--- src/rtl/pc_unit.sv ---
// pc_unit: IF-stage program counter with stall, redirect and a circular return-address stack
module pc_unit #(
    parameter int ADDR_W = 13,
    parameter int STEP = 1,
    parameter logic [ADDR_W-1:0] RESET_ADDR = '0,
    parameter int RAS_DEPTH = 4
) (
    input  logic                             clk,
    input  logic                             rst,
    input  logic                             stall,
    input  logic                             redirect_valid,
    input  logic [ADDR_W-1:0]                redirect_addr,
    input  logic                             call_valid,
    input  logic [ADDR_W-1:0]                call_addr,
    input  logic                             ret_valid,
    output logic [ADDR_W-1:0]                pc,
    output logic [$clog2(RAS_DEPTH+1)-1:0]   ras_count,
    output logic                             ras_overflow,
    output logic                             ras_underflow
);
    localparam int CW = $clog2(RAS_DEPTH + 1);
    localparam int PW = RAS_DEPTH > 1 ? $clog2(RAS_DEPTH) : 1;

    logic [ADDR_W-1:0] r_ras [RAS_DEPTH];
    logic [ADDR_W-1:0] r_pc;
    logic [CW-1:0]     r_count;
    logic [PW-1:0]     r_wp;
    logic              r_ovf;
    logic              r_unf;

    logic [ADDR_W-1:0] w_seq, w_pc_nxt;
    logic [CW-1:0]     w_count_nxt;
    logic [PW-1:0]     w_wp_inc, w_wp_dec, w_wp_nxt, w_waddr;
    logic              w_act, w_call, w_ret, w_empty, w_full, w_push, w_pop, w_tail;

    assign w_seq    = r_pc + ADDR_W'(STEP);
    assign w_wp_inc = (r_wp == PW'(RAS_DEPTH - 1)) ? '0 : r_wp + PW'(1);
    assign w_wp_dec = (r_wp == '0) ? PW'(RAS_DEPTH - 1) : r_wp - PW'(1);
    assign w_empty  = r_count == '0;
    assign w_full   = r_count == CW'(RAS_DEPTH);
    assign w_act    = !redirect_valid && !stall;
    assign w_call   = w_act && call_valid;
    assign w_ret    = w_act && ret_valid;
    // a tail call on an empty stack behaves as a plain push
    assign w_tail   = w_call && ret_valid && !w_empty;
    assign w_push   = w_call && !w_tail;
    assign w_pop    = w_ret && !call_valid && !w_empty;
    assign w_waddr  = w_tail ? w_wp_dec : r_wp;

    always_comb begin
        w_pc_nxt    = redirect_valid ? redirect_addr :
                      stall          ? r_pc :
                      call_valid     ? call_addr :
                      ret_valid      ? (w_empty ? w_seq : r_ras[w_wp_dec]) : w_seq;
        w_wp_nxt    = w_push ? w_wp_inc : w_pop ? w_wp_dec : r_wp;
        w_count_nxt = (w_push && !w_full) ? r_count + CW'(1) :
                      w_pop               ? r_count - CW'(1) : r_count;
    end

    always_ff @(posedge clk) begin
        if (rst) begin
            r_pc    <= RESET_ADDR;
            r_count <= '0;
            r_wp    <= '0;
            r_ovf   <= 1'b0;
            r_unf   <= 1'b0;
        end else begin
            r_pc    <= w_pc_nxt;
            r_count <= w_count_nxt;
            r_wp    <= w_wp_nxt;
            r_ovf   <= w_call && !ret_valid && w_full;
            r_unf   <= w_ret && !call_valid && w_empty;
        end
    end

    always_ff @(posedge clk) begin
        if (!rst && w_call)
            r_ras[w_waddr] <= w_seq;
    end

    assign pc            = r_pc;
    assign ras_count     = r_count;
    assign ras_overflow  = r_ovf;
    assign ras_underflow = r_unf;
endmodule

--- config.mk ---
export PLATFORM = sky130hd
export DESIGN_NAME = pc_unit
export DESIGN_NICKNAME = d
export VERILOG_FILES = /design/src/rtl/pc_unit.sv
export SDC_FILE = /design/constraint.sdc
export NUM_CORES = 1
export LEC_CHECK = 0
export BUFFER_PORTS_ARGS = -buffer_cell sky130_fd_sc_hd__buf_2
export CAP_MARGIN = 20
export CORE_ASPECT_RATIO = 0.6
export CORE_MARGIN = 4
export CORE_UTILIZATION = 55
export CTS_CLUSTER_DIAMETER = 200
export DETAILED_ROUTE_END_ITERATION = 6
export GPL_TIMING_DRIVEN = 0
export PLACE_DENSITY = 0.77
export SYNTH_ARGS = -nofsm -noshare
export SYNTH_HDL_FRONTEND = slang
export SYNTH_SLANG_ARGS = --single-unit
--- constraint.sdc ---
create_clock -name clk -period 5.4 [get_ports clk]
set_input_delay 0.81 -clock clk [delete_from_list [all_inputs] [get_ports clk]]
set_output_delay 0.81 -clock clk [all_outputs]
set_load 0.01 [all_outputs]
### After elaboration in Yosys (flattened, before gate mapping)

Memories as Yosys holds them, arrays and structs flattened.
Cells that the tools add are included.

* bits in registers: 20
* bits in writable memories: 52
* input port bits: 32
* output and inout port bits: 18
* word-level logic and storage cells: 53
* memories kept: 1

* add/sub/neg operators: 5
* eq/ne operators: 3
* muxes and demuxes: 14
* reduce and logical (&&, ||, !) cells: 25

Memories
* r_ras: depth 4, bits a word 13, read ports 1, clocked after memory_dff 0, wr ports 1, line 24 `logic [ADDR_W-1:0] r_ras [RAS_DEPTH];`

Operators with widths (number)
* $mux W13: 5
* $add A13 B1 Y13 const B: 1
* $logic_and A1 B1 Y1: 13
* $mux W2: 5
* $logic_not A1 Y1: 8
* $mux W3: 2
* $reduce_bool A2 Y1: 2
* $add A3 B1 Y3 const B: 1
* $eq A3 B3 Y1 const B: 1
* $logic_not A3 Y1: 1
* $sub A3 B1 Y3 const B: 1
* $add A2 B1 Y2 const B: 1
* $eq A2 B2 Y1 const B: 1
* $logic_not A2 Y1: 1
* $mux W1: 2
* $ne A2 B1 Y1 const B: 1
* $sub A2 B1 Y2 const B: 1

### Longest topological paths before layout

* depth after elaboration: 9
* gate-level depth with buffers: 8
* gate-level depth less buffers: 7

### Least setup slack after synthesis

Ideal clock, no wire load.

* kind: input-to-reg
* start point: input stall
* end point: memory r_ras[1][0], enable pin
* library setup time: 400 ps
* arrival: 2532 ps
* data required time: 5000 ps
* slack: 2468 ps
* cell stages on the path: 5
* buffers on the path: 1
* cell sequence: or3b_1 -> buf_2 -> nor2_1 -> a21oi_1 -> nor3_1

* word-level cells in the longest chain between the ends: 6
* elaborated cells on any way between the ends: 9
* those cells by class: 3 x mux; 6 x reduce/logical

Ends and longest elaborated chain
* start, declared: line 10 `input logic stall,`
* $logic_not A1 Y1 (*): line 41 `assign w_act = !redirect_valid && !stall;`
* $logic_and A1 B1 Y1 (*): line 41
* $logic_and A1 B1 Y1 (*): line 42 `assign w_call = w_act && call_valid;`
* $logic_and A1 B1 Y1 (on tied branches): line 77, 45
* $mux W1 / $logic_and A1 B1 Y1 (equally long branches): line 77, 45
* $mux W1 (implied by the code) / $mux W2 (equally long branches): line 78, 48
* end, declared: line 24

Every way passes the cells marked *; elsewhere a longest branch is shown, timed or not.

### Worst setup path in the final report

* start point: register r_wp[0]
* end point: memory r_ras[0][2], enable pin

* word-level cells in the longest chain between the ends: 3
* elaborated cells on any way between the ends: 4
* those cells by class: 1 x add/sub; 2 x mux; 1 x reduce/logical

Ends and longest elaborated chain
* start, declared: line 27 `logic [PW-1:0] r_wp;`
* start signal, assigned: line 70 `r_wp <= w_wp_nxt;`
* $sub A2 B1 Y2 / $logic_not A2 Y1 (equally long branches): line 38 `assign w_wp_dec = (r_wp == '0) ? PW'(RAS_DEPTH - 1) : r_wp - PW'(1);`
* $mux W2: line 38
* $mux W2 (*): line 48 `assign w_waddr = w_tail ? w_wp_dec : r_wp;`

Marked as above.

==> results.py <==
metrics = {
    "yosys": {
        "synthFlopType": "edfxtp_1",
        "yosysTopAreaCellShare": 0.444,
        "synth_fa_ha_area_frac": 0.0164,
        "ys_warn_count": 0,
        "syn-num-nets": 314,
        "ys_ff_latch": 72,
        "synth_largest_area_cell": "edfxtp_1",
        "synth_edf_count": 52,
        "synthesis.area_sq_mm": 0.00351,
        "synth_most_common_cell": "edfxtp_1",
        "yosys.area_share.simple": 0.139,
        "yosysSeqAreaShare": 0.558,
        "async_reset_ff_frac": 0,
        "synth-xor-area-share": 0.0249,
        "synth_compound_area_frac": 0.125,
        "yosys-top-cells-count": "52 x edfxtp_1, 20 x dfxtp_1, 20 x nand2_1, 20 x nor3_1, 13 x nor2_1",
        "synth_area_leaders": "edfxtp_1 44%, dfxtp_1 11%, mux4_1 5.2%",
        "synthCells": 278,
        "synth.area.mux_share": 0.0951,
        "syn_area_per_cell_sq_um": 12.6,
        "synthDistinctLibCells": 50,
        "synth_top_family_by_area": "simple AND/OR/NAND/NOR gates",
    },
    "placement": {
        "dpl_worst_slack_ps": 2390,
        "portBuffers": 49,
        "dp.final_hpwl_mm": 6.26,
        "place_congestion": 0.858,
    },
    "die": {
        "die_y_microns": 69.9,
        "std_cell_rows": 22,
        "fp.dieW_microns": 111,
        "die_area_sq_mm": 0.00777,
        "io_pins": 50,
        "start_util": 0.570,
        "core_area_sq_mm": 0.00617,
    },
    "finish": {
        "area_growth_syn_to_layout_pct": 16.6,
        "drive_gt1_frac": 0.272,
        "multi_input_area_sq_mm": 0.00142,
        "fill_cells": 480,
        "diodes": 0,
        "regArea_sq_mm": 0.00196,
        "final_nets": 377,
    },
    "timing": {
        "slew_violations": 0,
        "hold_viol": 0,
        "rsz0062_at_grt": "false",
        "finalWorstSetupSlack_ps": 2690,
        "tightest_slew_ps": 743,
        "skew_ps": 8.14,
        "setup_viol": 0,
        "finalCritPeriodShare": 0.502,
        "fmax_mhz": 369,
        "setup_tns_ps": 0,
        "period_needed_ps": 2710,
        "slew_headroom": 0.505,
    },
    "setup_path": {
        "cp_cell_sequence": "inv_1 > ha_1 > buf_2 > clkbuf_1 > a21o_1 > and3_1",
        "crit_type": "reg -> reg",
        "crit_arrival_ps": 2690,
        "critPathRequiredTime_ps": 5380,
        "max_stage_delay_ps": 650,
        "cp-start-kind": "flip-flop",
        "path_buf_inv": 3,
        "crit_slowest_cell": "and3_1",
        "critPathMaxFanout": 13,
        "cpLargestDelayFamily": "buffers and inverters",
        "cp-end-kind": "flip-flop",
    },
    "cts": {
        "clockBufferDepth": 2,
        "cts_buffers": 9,
        "cts_num_sinks": 72,
        "post_cts_buffers": 0,
        "clk_pin_slew_worst_paths_ps": 70,
        "ctsResizeCount": 0,
        "htree_levels": 3,
        "ctsHoldBuffers": 0,
        "cts-root-buf": "clkbuf_8",
        "cts_tree": "built",
        "worstSkewPairLatency_ps": 350,
    },
    "global_route": {
        "met2_usage": 0.349,
        "grt_pass1_vias": 2552,
        "track_usage": 0.234,
        "use_met1": 0.334,
        "met3_usage": 0.0589,
        "top_usage_layer": "met2",
        "grt_max_degree": 14,
        "grt_pass1_wl_mm": 13.8,
        "antenna_found_initial": 0,
        "grt_overflow": 0,
    },
    "job": {
        "maxCapViolCount": 0,
    },
    "detailed_routing": {
        "drt_iter0_markers": 225,
        "via_per_inst": 6.28,
        "drt_wl_total_mm": 8.74,
        "drc_errors": 0,
        "wl_per_cell_microns": 20.3,
        "antenna_left": 0,
        "firstDrtPassIters": 5,
        "via_count": 2701,
    },
    "power": {
        "powerDensity_mw_per_mm2": 293,
        "power_leakage_nw": 1.47,
        "ir_worst_vdd_uv": 172,
    },
    "status": {
        "status": "finished clean",
    },
    "worst_hold_path": {
        "holdCritPathClass": "reg -> reg",
    },
}
[placed cells by master (no fill, tap or decap), types with 4 or more instances in the layout]
cell	netlist	final
buf_2	6	55
edfxtp_1	52	52
nand2_1	20	20
dfxtp_1	20	20
nor3_1	20	18
nor2_1	13	13
a21oi_1	11	11
a221o_1	9	9
a31oi_1	9	9
clkbuf_8	0	9
nand3_1	8	8
inv_1	8	8
o21ai_0	7	7
mux4_1	7	7
nand3b_1	7	7
xor2_1	6	6
clkbuf_1	6	6
mux4_2	6	6
buf_6	3	5
nor2b_1	5	5
xnor2_1	4	4
nand2b_1	4	4
a221oi_1	4	4
[flip-flops by register name, indices dropped and copies added (netlist names)]
signal	flops
ras_overflow	1
r_wp	2
ras_count	3
ras_underflow	1
r_ras	52
pc	13
[cell type report]
cell class / count / area share
clock buffers: 9 / 0.0302
plain buffers: 17 / 0.0269
inverters: 9 / 0.00824
clock inverters: 7 / 0.0177
well taps: 84 / 0.0256
multi-input cells: 180 / 0.346
flip-flops and latches: 72 / 0.479
repair buffers: 52 / 0.0666
[layer usage]
layer,vias to the layer above,part of all wire
met5,-,0
met3,20,0.090
li1,1212,-
met2,154,0.44
met1,1315,0.45
met4,0,0.018
[through the flow]
stage / util / power (mW) / instances / hold WS [ps] / area (sq um)
floorplan: - / 0.730 / 278 / 510 / 3510
global placement: 0.627 / 0.779 / 411 / 538 / 3860
detailed placement: 0.632 / 0.786 / 413 / 562 / 3900
CTS: 0.664 / 1.21 / 429 / 568 / 4090
global route: 0.665 / 1.25 / 430 / 614 / 4100
finish: 0.665 / 1.20 / 430 / 576 / 4100
[where the power goes]
group	leakage [nW]	total (mW)	switching [mW]	internal, mW
sequential	0.639	0.629	0.0189	0.610
clock	0.0952	0.425	0.212	0.213
combinational	0.737	0.148	0.0877	0.0604
total	1.47	1.20	0.318	0.883
[worst paths after layout]
kind / from / end / slack, ps / cells after the start
worst max-delay path: r_wp[0] / r_ras[0][2] / 2690 / 6
worst min-delay path: r_wp[0] / r_wp[0] / 580 / 1
worst max register to register: r_wp[0] / r_ras[0][2] / 2690 / 6
worst min register to register: r_wp[0] / r_wp[0] / 580 / 1
[kinds of logic (layout without fill, tap and decap cells)]
logic type,Yosys count,in the layout
AOI/OAI and AO/OA,59,59
xor gates and xnor gates,10,10
muxes,14,14
DFF,72,72
and+or+nand+nor,93,93
adders and majority gates,4,4
buffers and inverters,26,94
No activity file was read; power rests on OpenSTA's default activity.
